`src/rtl/multi_sel_pack.sv`:
```
// Purpose : packs the upstream x1/x3/x7/x8 product sequence into one group word, buffered in an FWFT FIFO.
// Latency : input_grant at cycle T -> FIFO entry written end of T+3 -> grp_valid at T+4 when the FIFO was empty.
// Backpr. : grp_valid/grp_ready handshake; a group completing into a full FIFO with no pop is dropped (sticky overflow).
// Option  : define MULTI_PACK_CHECK_EN to add the product consistency checker and the per-entry err bit.
module multi_sel_pack #(
    parameter int PW    = 11,
    parameter int DEPTH = 4
) (
    input  logic              clk,
    input  logic              rst,
    input  logic              input_grant,
    input  logic [PW-1:0]     prod_in,
    output logic [4*PW-1:0]   grp_data,
    output logic              grp_err,
    output logic              grp_valid,
    input  logic              grp_ready,
    output logic              frame_err,
    output logic              overflow
);

    localparam int AW = (DEPTH > 1) ? $clog2(DEPTH) : 1;

    typedef enum logic {IDLE, COLLECT} state_t;

    state_t          r_state;
    logic [1:0]      r_phase;
    logic [PW-1:0]   r_x1;
    logic [PW-1:0]   r_x3;
    logic [PW-1:0]   r_x7;
    logic            r_frame_err;
    logic            r_overflow;

    logic [AW:0]     r_wptr;
    logic [AW:0]     r_rptr;
    logic [4*PW-1:0] r_mem [DEPTH];

    logic            w_last;
    logic            w_empty;
    logic            w_full;
    logic            w_pop;
    logic            w_push;
    logic            w_drop;
    logic [4*PW-1:0] w_word;
    logic            w_err;

    // The x8 product arrives live on the last phase, so it is packed straight from prod_in.
    assign w_last = (r_state == COLLECT) && (r_phase == 2'd3) && !input_grant;
    assign w_word = {prod_in, r_x7, r_x3, r_x1};

`ifdef MULTI_PACK_CHECK_EN
    // Widened by 3 bits so 7*x1 and x1<<3 cannot alias back into range.
    localparam logic [PW+2:0] C3 = (PW+3)'(3);
    localparam logic [PW+2:0] C7 = (PW+3)'(7);
    logic [PW+2:0] w_x1e;
    logic [PW+2:0] w_x3e;
    logic [PW+2:0] w_x7e;
    logic [PW+2:0] w_x8e;
    logic          r_mem_err [DEPTH];

    assign w_x1e = {3'b000, r_x1};
    assign w_x3e = {3'b000, r_x3};
    assign w_x7e = {3'b000, r_x7};
    assign w_x8e = {3'b000, prod_in};
    assign w_err = (w_x3e != w_x1e * C3) || (w_x7e != w_x1e * C7) || (w_x8e != (w_x1e << 3));

    // Error bit storage travels alongside the data word.
    always_ff @(posedge clk) begin
        if (w_push) r_mem_err[r_wptr[AW-1:0]] <= w_err;
    end

    assign grp_err = w_empty ? 1'b0 : r_mem_err[r_rptr[AW-1:0]];
`else
    assign w_err   = 1'b0;
    assign grp_err = w_err;
`endif

    // Framing FSM: a grant always opens a new group; one arriving mid-group aborts the old one.
    always_ff @(posedge clk or negedge rst) begin
        if (!rst) begin
            r_state     <= IDLE;
            r_phase     <= 2'd0;
            r_x1        <= '0;
            r_x3        <= '0;
            r_x7        <= '0;
            r_frame_err <= 1'b0;
        end else if (input_grant) begin
            r_x1    <= prod_in;
            r_phase <= 2'd1;
            r_state <= COLLECT;
            if (r_state == COLLECT) r_frame_err <= 1'b1;
        end else if (r_state == COLLECT) begin
            case (r_phase)
                2'd1:    r_x3 <= prod_in;
                2'd2:    r_x7 <= prod_in;
                default: r_state <= IDLE;
            endcase
            r_phase <= r_phase + 2'd1;
        end
    end

    // FIFO occupancy from extra-MSB pointers; a pop frees the slot a same-cycle push needs.
    assign w_empty = (r_wptr == r_rptr);
    assign w_full  = (r_wptr[AW] != r_rptr[AW]) && (r_wptr[AW-1:0] == r_rptr[AW-1:0]);
    assign w_pop   = !w_empty && grp_ready;
    assign w_push  = w_last && (!w_full || w_pop);
    assign w_drop  = w_last && w_full && !w_pop;

    // Data storage, written only on an accepted push.
    always_ff @(posedge clk) begin
        if (w_push) r_mem[r_wptr[AW-1:0]] <= w_word;
    end

    // Pointer and sticky overflow bookkeeping.
    always_ff @(posedge clk or negedge rst) begin
        if (!rst) begin
            r_wptr     <= '0;
            r_rptr     <= '0;
            r_overflow <= 1'b0;
        end else begin
            if (w_push) r_wptr <= r_wptr + 1'b1;
            if (w_pop)  r_rptr <= r_rptr + 1'b1;
            if (w_drop) r_overflow <= 1'b1;
        end
    end

    assign grp_valid = !w_empty;
    assign grp_data  = w_empty ? '0 : r_mem[r_rptr[AW-1:0]];
    assign frame_err = r_frame_err;
    assign overflow  = r_overflow;

endmodule

```
`config.mk`:
```
export PLATFORM = sky130hd
export DESIGN_NAME = multi_sel_pack
export DESIGN_NICKNAME = d
export VERILOG_FILES = /design/src/rtl/multi_sel_pack.sv
export SDC_FILE = /design/constraint.sdc
export NUM_CORES = 1
export LEC_CHECK = 0
export CAP_MARGIN = 20
export CORE_ASPECT_RATIO = 2
export CORE_MARGIN = 5
export CORE_UTILIZATION = 58
export DETAILED_ROUTE_END_ITERATION = 6
export PLACE_DENSITY = 0.85
export SYNTH_ARGS = -nofsm -noshare
export SYNTH_HDL_FRONTEND = slang
export SYNTH_SLANG_ARGS = --single-unit
```
`constraint.sdc`:
```
create_clock -name clk -period 6.3 [get_ports clk]
set_input_delay 0.63 -clock clk [delete_from_list [all_inputs] [get_ports clk]]
set_output_delay 0.63 -clock clk [all_outputs]
set_load 0.05 [all_outputs]
```
; After elaboration in Yosys (flattened, before gate mapping)
; Memories as Yosys holds them, arrays and structs flattened.
; Cells that the tools add are included.
[classes]
n_eq_ne = 6
add_sub_neg = 3
mux = 8
n_reduce_logical = 17
bitwise = 1
[ops]
columns = cell, count
row1 = 2-to-1 mux 44 bit, 1
row2 = logical AND 1 bit, 7
row3 = "adder 3 x 1 -> 3 bit, second input constant", 2
row4 = AND reduction 3 bit, 2
row5 = 2-to-1 mux 1 bit, 5
row6 = "== test 2 bit, second input constant", 2
row7 = zero test 1 bit, 4
row8 = 2-to-1 mux 2 bit, 2
row9 = == test 3 bit, 1
row10 = "adder 2 x 1 -> 2 bit, second input constant", 1
row11 = "== test 2 x 1 -> 1 bit, second input constant", 1
row12 = == test 2 bit, 1
row13 = AND reduction 2 bit, 1
row14 = nonzero test 2 bit, 1
row15 = OR reduction 2 bit, 1
row16 = logical OR 1 bit, 1
row17 = != test 1 bit, 1
row18 = NOT 1 bit, 1
[totals]
inputBits = 15
register_bits = 44
elab_cells = 45
n_memories = 1
out_inout_bits = 48
ramBits = 176
[mem_list]
columns = memory, depth, width, read_ports, rd_ports_with_merged_regs, wr, line_no
row1 = r_mem, 4, 44, 1, 0, 1, 35  ; logic [4*PW-1:0] r_mem [DEPTH];

; Depth between registers and ports, before layout
[logic_depth]
depth_word = 7
mapped_depth = 5

; Worst setup path after synthesis
; Ideal clock, no wire load.
[synth_timing]
path_type = in2reg
start = input input_grant
end = memory r_mem[3][0] (netlist name), enable pin
path_stages = 3
t_arrival_ns = 4.114
path_slack_ns = 1.686
cell_sequence = buf_2 > nand3b_1 > nor3_1
[synth_via]
elab_chain_len = 5
[synth_lines]
columns = item, line_no
row1 = from (decl), 11  ; input logic input_grant,
row2 = zero test 1 bit, 47  ; assign w_last = (r_state == COLLECT) && (r_phase == 2'd3) && !input_grant;
row3 = logical AND 1 bit, 47
row4 = logical AND 1 bit, 105  ; assign w_push = w_last && (!w_full || w_pop);
row5 = 2-to-1 mux 1 bit, 110  ; if (w_push) r_mem[r_wptr[AW-1:0]] <= w_word;
row6 = 2-to-1 mux 1 bit (not written as such), 110
row7 = to (decl), 35
; No other way between the ends.

; Worst setup path in the final report
[layout_timing]
start = register r_wptr[0]
end = output grp_data[40]
[layout_via]
elab_chain_len = 2
[layout_lines]
columns = item, line_no
row1 = from (decl), 33  ; logic [AW:0] r_wptr;
row2 = from (signal assigned), 120  ; if (w_push) r_wptr <= r_wptr + 1'b1;
row3 = == test 3 bit, 102  ; assign w_empty = (r_wptr == r_rptr);
row4 = 2-to-1 mux 44 bit, 127  ; assign grp_data = w_empty ? '0 : r_mem[r_rptr[AW-1:0]];
row5 = to (decl), 13  ; output logic [4*PW-1:0] grp_data,
; No other way between the ends.

==> flow_summary.toml <==
[route]
dr_total_vias = 4012
wirelength_mm = 16.3
wl_per_cell_um = 23.6
drcViolationCount = 0
vias_per_cell = 5.80
first_pass_iters = 4
antenna_left = 0
drt_iter0_drc = 309

[sta]
fin_skew_ps = 9.54
setup_tns_ps = 0
period_share_pct = 60.2
drv_slew = 0
rsz0062_at_grt = "no"
finalSetupViolations = 0
finalCriticalPeriod_ps = 3790
worst_pin_slew_ps = 928
slew_headroom_pct = 38.1
worst_slack_ps = 2510
max_freq_mhz = 264
hold_violations = 0

[placement]
io_buffers = 61
hpwl_mm = 9.32
placement.setup.worst_slack_ps = 2790
place_area_um2 = 9390
gp_congestion = 0.710

[global_route]
grt-ovfl-total = 0
antenna_found_initial = 0
grt_max_degree = 48
grtUsageTotal_pct = 19.7
grt_pass1_wl_mm = 25.3
grt_pass1_vias = 4353

[logic_synthesis]
syn_avg_cell_area_um2 = 20.9
synthDistinctLibCells = 34
async_reset_ff_share_pct = 20.0
synth_flop_cell = "edfxtp_1"
yosysMostFrequentCell = "edfxtp_1"
synth_nets = 435
synth_commonest_cells = "edfxtp_1, nor2b_1, dfrtp_1, mux4_2, mux2_2"
ys_seq_elements = 220
yosys_warnings = 0
synth-edff-count = 176
synth_top_area_cell = "edfxtp_1"
ys_top_cells_by_area = "edfxtp_1, dfrtp_1, mux4_2"
synth_seq_area_share_pct = 74.3
yosys.area.top_type_share_pct = 61.5
syn_inst = 412
synth_area_um2 = 8590

[setup_path]
crit_fanout = 30
worst_setup_path_end_kind = "output port"
arrival_ps = 3160
crit_path_start_kind = "flip-flop"
critical_path_class = "flip-flop to output port"
worstPathRequired_ps = 5670

[cts]
cts_max_level = 1
clock_path_buffers = 3
cts_buffers = 19
ctsResizeCount = 0
clkLatencyLatePin_ps = 480
cts_hold_buf = 0
post_cts_buffers = 0
cts_tree = "yes"
clkSlewWorstSetupHoldPaths_ps = 60
clockRootBuffer = "clkbuf_16"
clock_sinks = 220

[die]
die_h_um = 182
fp.dieArea_um2 = 17500
core-area_um2 = 14700
ios = 63
die_x_um = 96.1
num_rows = 63
start_util_pct = 58.6

[min_path]
hold_path.class = "input pin to asynchronous set/reset pin"

[layout]
fin_nets = 507
post-route-util_pct = 68.2
drive_gt1_share_pct = 25.2
antenna_cells = 0
fin_area_um2 = 9990
area_delta_synth_final_pct = 16.3

[outcome]
outcome = "completed"

[run]
max-cap-violations = 0
-- sequential cells by signal, summed over array words and instances, names as in the netlist --
signal     count
r_x3          11
r_mem        176
r_wptr         3
frame_err      1
r_rptr         3
overflow       1
r_state        1
r_x7          11
r_x1          11
r_phase        2
-- final timing paths --
kind	to	start	slack, ps	cells past startpoint
worst max-delay path	grp_data[40]	r_wptr[0]	2510	5
min in group clk	frame_err	frame_err	470	1
max in group asynchronous	r_rptr[1]	rst	5620	2
worst min register to register	frame_err	frame_err	470	1
worst min-delay path	r_state	rst	240	2
worst max register to register	r_mem[1][12]	r_rptr[0]	3210	5
-- metrics by stage --
stage / std cells / hold slack [ps]
detailed placement: 658 / 448
finish: 692 / 242
global placement: 658 / 440
CTS: 692 / 258
global route: 692 / 292
floorplan: 412 / 334
-- critical path, cell delays in order (launching register included) --
cell and delay, ps:
dfrtp_1 460, xor2_1 250, nor3_4 670, buf_4 440, nor2b_1 110, clkdlybuf4s50_1 710
-- cell usage in the layout (no fill, tap or decap), drive strengths merged, types with 2 or more instances in the layout --
master         count
and2               3
buf               10
bufinv             2
clkbuf            27
clkdlybuf4s50     60
clkinv             3
dfrtp             44
edfxtp           176
ha                 8
inv                8
mux2              35
mux4              44
nand2              2
nand2b             4
nor2b             45
nor3               2
xnor2              6
xor2               3
-- layout make-up --
cell class                      instances  area [µm²]
Clock buffer                           27         515
Clock inverter                          7        88.8
Fill cell                             941        4670
Inverter                                7        26.3
Multi-Input combinational cell        166        2060
Sequential cell                       220        6390
Tap cell                              195         244
Timing Repair Buffer                   70         673
-- cell families (layout without fill, tap and decap cells) --
group	Yosys count	after routing	share of synthesized area, %
DFF	220	220	74.3
buffers and inverters	26	111	1.82
AOI/OAI and AO/OA	8	8	0.903
xor gates and xnor gates	9	9	1.00
other	1	1	0.0436
adders and majority gates	8	8	1.16
and+or+nand+nor	61	61	4.59
muxes	79	79	16.2
-- metal layers --
| metal | share of wire [%] | global-route usage [%] | wire [µm] |
|---|---|---|---|
| met1 | 36 | 25.1 | 5910 |
| met2 | 56 | 34.7 | 9070 |
| met3 | 5.7 | 2.60 | 936 |
| met4 | 2.3 | 5.64 | 380 |
| met5 | 0 | 0 | 0 |
Power is left out: the tool's default activity adds up to more than one toggle a clock period on the data nets, which glitch-free logic cannot reach.
